===== src/rtl/aib_rx_wa_pkg.sv =====
// aib_rx_wa_pkg: shared state encoding and default configuration for the
// AIB receive word aligner (aib_rx_wordalign and aib_rx_wa_fsm).
package aib_rx_wa_pkg;

  // Alignment FSM states; the encoding is visible on the align_state port.
  typedef enum logic [1:0] {
    ST_SEARCH = 2'd0,
    ST_CHECK  = 2'd1,
    ST_LOCKED = 2'd2
  } align_state_t;

  // Default configuration constants.
  localparam int         DEF_WORD_W   = 8;
  localparam logic [7:0] DEF_MARKER   = 8'hA5;
  localparam int         DEF_LOCK_CNT = 3;
  localparam int         DEF_ERR_W    = 8;

  // match_cnt width; LOCK_CNT is limited to 1..15.
  localparam int         MATCH_CNT_W  = 4;

endpackage


===== src/rtl/aib_rx_wa_fsm.sv =====
// aib_rx_wa_fsm: alignment control for the AIB RX word aligner. Holds the
// SEARCH/CHECK/LOCKED state, the consecutive-marker count, the pair phase
// and the optional CHECK-failure counter (AIB_RX_WORDALIGN_ERRCNT_EN).
module aib_rx_wa_fsm
  import aib_rx_wa_pkg::*;
#(
  parameter int WORD_W   = DEF_WORD_W,
  parameter int LOCK_CNT = DEF_LOCK_CNT,
  parameter int ERR_W    = DEF_ERR_W
) (
  input  logic               clk,
  input  logic               rstb,
  input  logic               rx_en,
  input  logic               align_restart,
  input  logic               marker_hit,
  output align_state_t       state,
  output logic               boundary,
  output logic [ERR_W-1:0]   err_cnt
);

  localparam int PAIRS   = WORD_W / 2;
  localparam int PH_W    = (PAIRS > 1) ? $clog2(PAIRS) : 1;
  localparam int PH_LAST = PAIRS - 1;

  align_state_t            state_nxt;
  logic [MATCH_CNT_W-1:0]  match_cnt, match_cnt_nxt;
  logic [PH_W-1:0]         ph, ph_nxt;

  // The last pair of a word is being sampled this cycle.
  assign boundary = (ph == PH_W'(PH_LAST));

  // State, marker count and pair phase registers.
  always_ff @(posedge clk) begin
    if (!rstb) begin
      state     <= ST_SEARCH;
      match_cnt <= '0;
      ph        <= '0;
    end else begin
      state     <= state_nxt;
      match_cnt <= match_cnt_nxt;
      ph        <= ph_nxt;
    end
  end

  // Next-state logic: disable beats restart, restart beats any marker match.
  always_comb begin
    state_nxt     = state;
    match_cnt_nxt = match_cnt;
    ph_nxt        = ph;
    if (!rx_en) begin
      // Lane idle: phase frozen along with the shift register.
      state_nxt     = ST_SEARCH;
      match_cnt_nxt = '0;
    end else begin
      ph_nxt = boundary ? '0 : PH_W'(ph + 1'b1);
      if (align_restart) begin
        state_nxt     = ST_SEARCH;
        match_cnt_nxt = '0;
      end else begin
        unique case (state)
          ST_SEARCH: begin
            // Sliding compare every cycle; a hit defines the word boundary.
            if (marker_hit) begin
              ph_nxt        = '0;
              match_cnt_nxt = MATCH_CNT_W'(1);
              state_nxt     = (LOCK_CNT == 1) ? ST_LOCKED : ST_CHECK;
            end
          end
          ST_CHECK: begin
            if (boundary) begin
              if (marker_hit) begin
                match_cnt_nxt = match_cnt + MATCH_CNT_W'(1);
                if (match_cnt_nxt == MATCH_CNT_W'(LOCK_CNT)) state_nxt = ST_LOCKED;
              end else begin
                state_nxt     = ST_SEARCH;
                match_cnt_nxt = '0;
              end
            end
          end
          ST_LOCKED: begin
            // No automatic unlock; only restart, disable or reset leave here.
          end
          default: begin
            state_nxt     = ST_SEARCH;
            match_cnt_nxt = '0;
          end
        endcase
      end
    end
  end

`ifdef AIB_RX_WORDALIGN_ERRCNT_EN
  logic [ERR_W-1:0] err_q;
  logic             err_inc;

  // Saturating increment: sticks at all-ones.
  function automatic logic [ERR_W-1:0] sat_inc(input logic [ERR_W-1:0] v);
    return (&v) ? v : ERR_W'(v + 1'b1);
  endfunction

  // A CHECK failure is a boundary mismatch not overridden by disable/restart.
  assign err_inc = rx_en && !align_restart && (state == ST_CHECK) && boundary && !marker_hit;

  // CHECK-failure counter; cleared only by reset.
  always_ff @(posedge clk) begin
    if (!rstb)        err_q <= '0;
    else if (err_inc) err_q <= sat_inc(err_q);
  end

  assign err_cnt = err_q;
`else
  assign err_cnt = '0;
`endif

endmodule


===== src/rtl/aib_rx_wordalign.sv =====
// aib_rx_wordalign: per-lane RX word aligner behind the DDR capture cell.
// Deserialises two bits per iclkin_dist cycle into WORD_W-bit words, locks
// onto a training MARKER and then streams aligned words with a valid strobe.
// Optional CHECK-failure counter: define AIB_RX_WORDALIGN_ERRCNT_EN.
module aib_rx_wordalign
  import aib_rx_wa_pkg::*;
#(
  parameter int                WORD_W   = DEF_WORD_W,
  parameter logic [WORD_W-1:0] MARKER   = WORD_W'(DEF_MARKER),
  parameter int                LOCK_CNT = DEF_LOCK_CNT,
  parameter int                ERR_W    = DEF_ERR_W
) (
  input  logic              iclkin_dist,
  input  logic              irstb,
  input  logic              rx_en,
  input  logic              idat0,
  input  logic              idat1,
  input  logic              align_restart,
  output logic [WORD_W-1:0] word_out,
  output logic              word_vld,
  output logic              locked,
  output logic [1:0]        align_state,
  output logic [ERR_W-1:0]  err_cnt
);

  logic [WORD_W-1:0] sr, sr_next;
  logic              marker_hit;
  logic              boundary;
  align_state_t      state;
  logic [WORD_W-1:0] word_p1;
  logic              vld_p1;

  // Newest pair enters at the top so that bit 0 ends up as the oldest bit.
  assign sr_next    = {idat1, idat0, sr[WORD_W-1:2]};
  assign marker_hit = (sr_next == MARKER);

  aib_rx_wa_fsm #(
    .WORD_W   (WORD_W),
    .LOCK_CNT (LOCK_CNT),
    .ERR_W    (ERR_W)
  ) u_fsm (
    .clk           (iclkin_dist),
    .rstb          (irstb),
    .rx_en         (rx_en),
    .align_restart (align_restart),
    .marker_hit    (marker_hit),
    .state         (state),
    .boundary      (boundary),
    .err_cnt       (err_cnt)
  );

  // Deserialising shift register, frozen while the lane is disabled.
  always_ff @(posedge iclkin_dist) begin
    if (!irstb)     sr <= '0;
    else if (rx_en) sr <= sr_next;
  end

  // ---- stage p1: registered aligned word and one-cycle valid strobe ----
  // Captures a complete word on each locked boundary; word holds otherwise.
  always_ff @(posedge iclkin_dist) begin
    if (!irstb) begin
      word_p1 <= '0;
      vld_p1  <= 1'b0;
    end else begin
      vld_p1 <= 1'b0;
      if (rx_en && !align_restart && (state == ST_LOCKED) && boundary) begin
        word_p1 <= sr_next;
        vld_p1  <= 1'b1;
      end
    end
  end

  assign word_out    = word_p1;
  assign word_vld    = vld_p1;
  assign locked      = (state == ST_LOCKED);
  assign align_state = state;

endmodule


===== config.mk =====
export PLATFORM = sky130hd
export DESIGN_NAME = aib_rx_wordalign
export DESIGN_NICKNAME = d
export VERILOG_FILES = /design/src/rtl/aib_rx_wa_pkg.sv /design/src/rtl/aib_rx_wa_fsm.sv /design/src/rtl/aib_rx_wordalign.sv
export SDC_FILE = /design/constraint.sdc
export NUM_CORES = 1
export LEC_CHECK = 0
export CAP_MARGIN = 20
export CORE_ASPECT_RATIO = 0.75
export CORE_MARGIN = 2
export CORE_UTILIZATION = 35
export CTS_CLUSTER_SIZE = 20
export DETAILED_ROUTE_END_ITERATION = 6
export REMOVE_ABC_BUFFERS = 1
export SYNTH_ARGS = -nofsm -noshare
export SYNTH_HDL_FRONTEND = slang
export SYNTH_SLANG_ARGS = --single-unit
export TNS_END_PERCENT = 20

===== constraint.sdc =====
create_clock -name iclkin_dist -period 1.5 [get_ports iclkin_dist]
set_input_delay 0.225 -clock iclkin_dist [delete_from_list [all_inputs] [get_ports iclkin_dist]]
set_output_delay 0.225 -clock iclkin_dist [all_outputs]
set_load 0.01 [all_outputs]

* Word-level counts from Yosys, hierarchy flattened *
Index checks and enable logic that the tools add are counted.

word-level totals
  input port bits = 6
  word-level logic and storage cells = 41
  bits in registers = 25
  output and inout port bits = 20

cells by class
  equal/unequal tests = 8
  $add $sub $neg = 2
  mux-type cells = 14
  bitwise operators = 3
  reductions and logical operators = 8

operator list
  cell                 number
  $mux 2               8
  $mux 4               3
  $pmux 4 s3           1
  $eq 8x8->1 const B   1
  $pmux 2 s3           1
  $add 4x1->4 const B  1
  $eq 2x2->1 const B   2
  $eq 4x2->1 const B   1
  $ne 2x2->1 const B   2
  $reduce_and 4->1     1
  $logic_and 1x1->1    3
  $ne 3x2->1 const B   1
  $not 1->1            3
  $reduce_and 3->1     1
  $reduce_or 3->1      1
  $add 2x1->2 const B  1
  $eq 2x1->1 const B   1
  $logic_not 2->1      1
  $logic_not 1->1      1
  $mux 1               1

* Logic depth before layout (Yosys ltp) *
Gate-level depths: netlist of run 1.

  depth in word-level cells = 6
  gate-level depth with buffers = 6
  gate-level depth less buffers = 5

* By module *
Synthesis of run 1 repeated with hierarchy kept, for this count alone.

unflattened totals
  cells, all modules = 125
  area total of the unflattened synthesis = 1,153.6 sq um

by module, submodules not included
  module            instances  cells each  seq. area each (sq um)  area an instance (sq um)
  aib_rx_wordalign  1          61          300.3                   620.6
  aib_rx_wa_fsm     1          64          160.2                   533.0

* Worst setup path before layout of run 1 *
No wires, ideal clock.

  path type = flip-flop to flip-flop
  from = reg sr[3]
  to = reg u_fsm.match_cnt[1]
  period minus slack after synthesis = 1,455 ps
  data required time = 1,428 ps
  setup time = 72 ps
  path slack = 45 ps
  buffers on the path = 0
  stages on the path, launching flop included = 5
  arrival = 1,382 ps
  cell sequence = dfxtp_1 > nor4b_4 > nand3b_2 > or4b_1 > a21oi_1

between the ends
  word-level cells in the longest chain between the ends = 4
  elaborated cells on any way between the ends = 6
  those cells by class = 2 x eq/ne; 3 x mux; 1 x reduce/logical

RTL lines
  what                      line                    text
  start: declaration        aib_rx_wordalign.sv:26  logic [WORD_W-1:0] sr, sr_next;
  start signal: assignment  aib_rx_wordalign.sv:55  else if (rx_en) sr <= sr_next;
  $eq 8x8->1 (*)            aib_rx_wordalign.sv:35  assign marker_hit = (sr_next == MARKER);
  $mux 4                    aib_rx_wa_fsm.sv:71     if (marker_hit) begin
  $mux 4                    aib_rx_wa_fsm.sv:70     if (boundary) begin
  $pmux 4 s3                aib_rx_wa_fsm.sv:60     unique case (state)
  end signal: assignment    aib_rx_wa_fsm.sv:40     match_cnt <= match_cnt_nxt;
  end: declaration          aib_rx_wa_fsm.sv:26     logic [MATCH_CNT_W-1:0] match_cnt, match_cnt_nxt;

Every way passes the cells marked *; elsewhere a longest branch is shown, timed or not. The select of a mux whose other input is x is not followed.
A chain may end at the register's enable or synchronous reset.

* Final worst setup path of run 1 *
  from = reg u_fsm.state[0]
  to = out align_state[0]

RTL lines
  what                      line                    text
  start: declaration        aib_rx_wa_fsm.sv:16     output align_state_t state,
  start signal: assignment  aib_rx_wa_fsm.sv:39     state <= state_nxt;
  end: declaration          aib_rx_wordalign.sv:22  output logic [1:0] align_state,

No word-level cell between the ends.

==> results.py, run 1 <==
metrics = {
    "timing": {
        "rsz0062_at_grt": "yes",
        "final-hold-violation-count": 0,
        "min_period_over_period_pct": 99.5,
        "maxSlewViolCount": 0,
        "setup_tns_ns": 0,
        "max_freq_ghz": 0.670,
        "setup_ws_ns": 0.00802,
        "min_period_ns": 1.49,
        "finalSetupViolations": 0,
        "clock_skew_ns": 0.00247,
    },
    "worst_setup_path": {
        "path_cells": "clkdlybuf4s50_1",
        "crit_arrival_ns": 1.27,
        "crit_family": "buffers and inverters",
        "worst-path-buf-inv": 1,
        "cp.required_ns": 1.27,
        "max_stage_delay_ns": 0.57,
        "crit_path_end_kind": "output port",
        "path_max_fanout": 6,
        "start_kind": "flop",
        "crit_slowest_cell": "clkdlybuf4s50_1",
        "critical_path_class": "reg -> out",
    },
    "logic_synthesis": {
        "synth_top_family_by_area": "simple AND/OR/NAND/NOR gates",
        "synth.avg_cell_area_sq_um": 9.72,
        "synth_fa_ha_area_share_pct": 3.27,
        "synth.distinct_cells": 33,
        "syn_inst": 118,
        "synth-seq-cells": 23,
        "synth_simple_gate_area_share_pct": 25.0,
        "synthXorXnorAreaFrac_pct": 0.763,
        "synth-edff-count": 0,
        "yosysSeqAreaShare_pct": 40.1,
        "yosys-top-cells-area": "dfxtp_1 (40%), mux2i_1 (13%), nor2b_1 (9.3%), buf_4 (5.2%), ha_1 (3.3%)",
        "synth_area_sq_mm": 0.00115,
        "synthArstFlopShare_pct": 0,
        "synth-main-ff-cell": "dfxtp_1",
        "synth_compound_area_share_pct": 8.83,
        "yosys.area.top_type": "dfxtp_1",
        "synthMuxAreaShare_pct": 14.1,
        "yosys_warnings": 0,
        "yosysTopAreaCellShare_pct": 40.1,
    },
    "layout": {
        "layout_common_cells": "dfxtp_1 (19), nor2b_1 (17), mux2i_1 (15), clkdlybuf4s50_1 (15), buf_4 (14)",
        "nNetsFinal": 158,
        "syn2layout_area_growth_pct": 30.5,
        "final_common_cell": "dfxtp_1",
        "antennaDiodeCount": 0,
        "final_util_pct": 49.2,
        "drive_gt1_share_pct": 20.9,
    },
    "placement": {
        "gp_congestion": 0.730,
        "hpwl_mm": 1.73,
        "pre_cts_slack_ns": -0.325,
        "io_buffers": 17,
    },
    "cts": {
        "cts_root_buf": "clkbuf_8",
        "clockBufferDepth": 2,
        "htreeDepth": 1,
        "cts_buffers": 3,
        "clkLatencyLatePin_ns": 0.26,
        "path_clk_slew_ns": 0.08,
        "cts_tree": "done",
        "cts_sinks": 23,
    },
    "drt": {
        "wl_mm": 2.29,
        "via_per_inst": 4.76,
        "drtPass1Iterations": 4,
        "vias": 886,
        "wl_per_cell_um": 12.3,
        "drc": 0,
        "drtIter0Drc": 37,
        "ant_nets": 0,
    },
    "floorplan": {
        "io_pins": 26,
        "core_sq_mm": 0.00304,
        "die_w_um": 70.1,
        "num_rows": 17,
        "start_util_pct": 37.7,
        "fp.dieArea_sq_mm": 0.00376,
        "die_h_um": 53.6,
    },
    "outcome": {
        "outcome": "complete, no violations",
    },
    "min_path": {
        "hp-class": "in -> reg",
    },
    "grt": {
        "grt_overflow": 0,
        "grt_max_degree": 19,
        "antenna_found_initial": 0,
        "grtUsageTotal_pct": 13.2,
        "grt_pass1_wl_mm": 3.84,
        "grt_pass1_vias": 792,
    },
    "power": {
        "powerDensity_mw_per_mm2": 734,
        "ir_drop_mv": 0.323,
        "p_leak_uw": 0.000569,
    },
    "job": {
        "drv_cap": 0,
    },
}
## sequential cells by signal, indices dropped and copies added (netlist names)
register	count
word_out	8
sr	6
u_fsm.match_cnt	4
u_fsm.ph	2
u_fsm.state	2
word_vld	1
## kinds of logic after synthesis
logic type               count (synthesis)
AO/OA/AOI/OAI                           16
XOR/XNOR                                 1
adder cells (fa/ha/maj)                  3
buffers and inverters                   15
flip-flops                              23
multiplexers                            16
other                                    1
AND/OR/NAND/NOR                         43
## routing by layer
layer / up-vias / track usage [%] / wire [um] / part of all wire (%)
li1: 456 / - / - / -
met2: 22 / 19.8 / 1020 / 44
met3: 4 / 2.43 / 89 / 3.9
met1: 404 / 18.8 / 1150 / 50
met4: 0 / 5.77 / 38 / 1.7
met5: - / 0 / 0 / 0
## power breakdown
group	internal, uW	switching [uW]
logic	42.5	39.4
registers	620	8.37
clock network	185	204
total	848	252
## path summary, 6_finish.rpt
| path | depth (start not counted) | from | slack (ns) | endpoint |
|---|---|---|---|---|
| worst max-delay path | 1 | u_fsm.state[0]$_SDFFE_PP0P_ | 0.008 | align_state[0] |
| worst min-delay path | 3 | idat0 | 0.37 | word_out[6]$_SDFFE_PN0P_ |
| worst min register to register | 2 | u_fsm.ph[0]$_SDFFE_PN0P_ | 0.51 | u_fsm.ph[0]$_SDFFE_PN0P_ |
| worst max register to register | 4 | sr[3]$_SDFFE_PN0P_ | 0.008 | u_fsm.match_cnt[1]$_SDFFE_PP0P_ |
## stage by stage
stage	power (uW)	hold WS (ns)	instances	instance area, sq um
2_1_floorplan	679	0.353	112	1090
3_5_place_dp	725	0.499	181	1420
3_3_place_gp	724	0.473	181	1420
6_report	1100	0.372	186	1500
5_1_grt	1150	0.392	186	1500
4_1_cts	1110	0.513	185	1470
## synth_stat cells, types with 2 or more instances
master,count
a211oi_1,2
a21oi_1,4
buf_4,8
clkbuf_1,4
dfxtp_1,23
ha_1,3
inv_1,2
mux2i_1,15
nand2_1,4
nand3_1,2
nand3b_1,4
nor2_1,5
nor2b_1,17
nor3_1,2
o21ai_0,5
## layout make-up
| type | instances | area, sq um |
|---|---|---|
| multi-input cells | 87 | 641 |
| clock inverters | 1 | 5.00 |
| repair buffers | 32 | 288 |
| inverters | 2 | 7.51 |
| flip-flops and latches | 23 | 468 |
| well taps | 38 | 47.5 |
| fillers | 286 | 1540 |
| clock buffers | 3 | 41.3 |
## what timing repair did
item	4_1_cts	5_1_grt
setup buffers	0	1
hold endpoints to repair	0	0
pin swaps	0	1
hold buffers	0	0
setup endpoints to repair	3	14
resized for setup	3	8
gates cloned	0	0
Power figures use the tool's default switching activity.
==> inputs of run 2 (changes only) <==
RECOVER_POWER = 50   (was not set)
==> run 2 against run 1 <==
Clock-buffer cell count unchanged. First-iteration DRC count is 8.1% higher. Utilization about the same. Critical endpoint unchanged.
==> results.py, run 2 (synthesis results as in run 1) <==
metrics = {
    "worst_setup_path": {
        "crit_family": "buffers and inverters",
        "worst-path-buf-inv": 1,
        "crit_arrival_ns": 1.27,
        "r2r_end": "u_fsm.match_cnt[1]$_SDFFE_PP0P_",
        "crit_slowest_cell": "clkdlybuf4s50_1",
        "reg2reg_depth": 4,
        "critical_path_class": "reg -> out",
        "start_kind": "flop",
        "crit_start": "u_fsm.state[0]$_SDFFE_PP0P_",
        "r2r_setup_slack_ns": 0.008,
        "timing.rr.start": "sr[3]$_SDFFE_PN0P_",
        "cp.required_ns": 1.27,
        "path_max_fanout": 6,
        "crit_path_end_kind": "output port",
        "max_stage_delay_ns": 0.57,
        "path_cells": "clkdlybuf4s50_1",
    },
    "floorplan": {
        "die_w_um": 70.1,
        "start_util_pct": 37.7,
        "num_rows": 17,
        "core_sq_mm": 0.00304,
        "die_h_um": 53.6,
        "io_pins": 26,
        "fp.dieArea_sq_mm": 0.00376,
    },
    "timing": {
        "min_period_ns": 1.49,
        "max_freq_ghz": 0.670,
        "finalSetupViolations": 0,
        "min_period_over_period_pct": 99.5,
        "rsz0062_at_grt": "yes",
        "maxSlewViolCount": 0,
        "hold_ws_ns": 0.372,
        "final-hold-violation-count": 0,
        "clock_skew_ns": 0.00251,
    },
    "drt": {
        "drtPass1Iterations": 4,
        "drc": 0,
        "ant_nets": 0,
        "wl_per_cell_um": 12.3,
        "via_per_inst": 4.76,
        "drtIter0Drc": 40,
        "wl_mm": 2.29,
        "vias": 886,
    },
    "layout": {
        "syn2layout_area_growth_pct": 30.4,
        "final_common_cell": "dfxtp_1",
        "num-fill-cells": 286,
        "antennaDiodeCount": 0,
        "drive_gt1_share_pct": 20.3,
        "largest_register_ffs": 8,
        "layout_common_cells": "dfxtp_1 (20), nor2b_1 (17), mux2i_1 (15)",
        "nNetsFinal": 158,
    },
    "power": {
        "powerDensity_mw_per_mm2": 734,
        "p_leak_uw": 0.000590,
        "finalPower_uw": 1100,
        "ir_drop_mv": 0.323,
    },
    "grt": {
        "grt_overflow": 0,
        "antenna_found_initial": 0,
        "grtUsageTotal_pct": 13.2,
        "grt_max_degree": 19,
        "grt_pass1_vias": 792,
        "grt_pass1_wl_mm": 3.84,
    },
    "cts": {
        "clockBufferDepth": 2,
        "path_clk_slew_ns": 0.08,
        "htreeDepth": 1,
        "cts_buffers": 3,
        "cts_root_buf": "clkbuf_8",
        "cts_sinks": 23,
        "clkLatencyLatePin_ns": 0.26,
        "cts_tree": "done",
    },
    "min_path": {
        "hp-class": "in -> reg",
        "hold_path_depth": 3,
        "worstHoldStart": "idat0",
        "min_to": "word_out[6]$_SDFFE_PN0P_",
    },
    "job": {
        "drv_cap": 0,
    },
    "placement": {
        "gp_congestion": 0.730,
        "io_buffers": 17,
        "hpwl_mm": 1.73,
    },
    "outcome": {
        "outcome": "complete, no violations",
    },
}
==> run 2: changes by cell type in the layout (fill, tap and decap cells not counted), sizes merged <==
cell / delta
clkdlybuf4s50: -7
dlygate4sd3: +7
==> run 2: timing repair <==
action / 4_1_cts / 5_1_grt
buffers inserted: 0 / 1
gates resized for setup: 3 / 8
endpoints found under the hold margin: 0 / 0
pin swaps: 0 / 1
hold buffers: 0 / 0
setup endpoints to repair: 3 / 14
==> run 2: layout make-up <==
| class | count | area, sq um | area share, % |
|---|---|---|---|
| Clock inverter | 1 | 5.00 | 0.334 |
| Tap cell | 38 | 47.5 | 3.18 |
| Timing Repair Buffer | 32 | 288 | 19.2 |
| Sequential cell | 23 | 467 | 31.2 |
| Inverter | 2 | 7.51 | 0.502 |
| Clock buffer | 3 | 41.3 | 2.76 |
| Multi-Input combinational cell | 87 | 641 | 42.8 |
==> run 2: how the worst max path moves through the flow <==
stage	to	slack, ns	cells after the start
2_1_floorplan	word_out[0]$_SDFFE_PN0P_	-0.53	5
3_3_place_gp	u_fsm.match_cnt[1]$_SDFFE_PP0P_	-0.28	5
3_5_place_dp	u_fsm.match_cnt[1]$_SDFFE_PP0P_	-0.32	5
4_1_cts	u_fsm.match_cnt[1]$_SDFFE_PP0P_	-0.05	5
5_1_grt	word_out[2]$_SDFFE_PN0P_	-0.05	6
6_report	align_state[0]	0.008	1
==> run 2: metal layers <==
| metal | track usage, % | part of all wire [%] | wire length, um |
|---|---|---|---|
| met5 | 0 | 0 | 0 |
| met4 | 5.77 | 1.7 | 38 |
| met1 | 18.8 | 50 | 1150 |
| met2 | 19.8 | 44 | 1020 |
| met3 | 2.43 | 3.9 | 89 |
==> run 2: per-stage QoR <==
step | utilization (%) | setup slack [ns] | setup TNS, ns | cell area [sq um] | instances
finish | 49.2 | 0.00802 | 0 | 1500 | 186
floorplan | - | -0.528 | -4.22 | 1090 | 112
CTS | 48.2 | -0.0458 | -0.0458 | 1470 | 185
global route | 49.2 | -0.0543 | -0.378 | 1500 | 186
global placement | 46.6 | -0.282 | -1.36 | 1420 | 181
detailed placement | 46.6 | -0.325 | -1.69 | 1420 | 181
==> run 2: where the power goes <==
group / internal, uW / total (uW) / switching, uW / leakage, uW
sequential: 619 / 628 / 8.42 / 0.000188
clock: 185 / 389 / 204 / 0.0000255
combinational: 42.0 / 81.3 / 39.4 / 0.000377
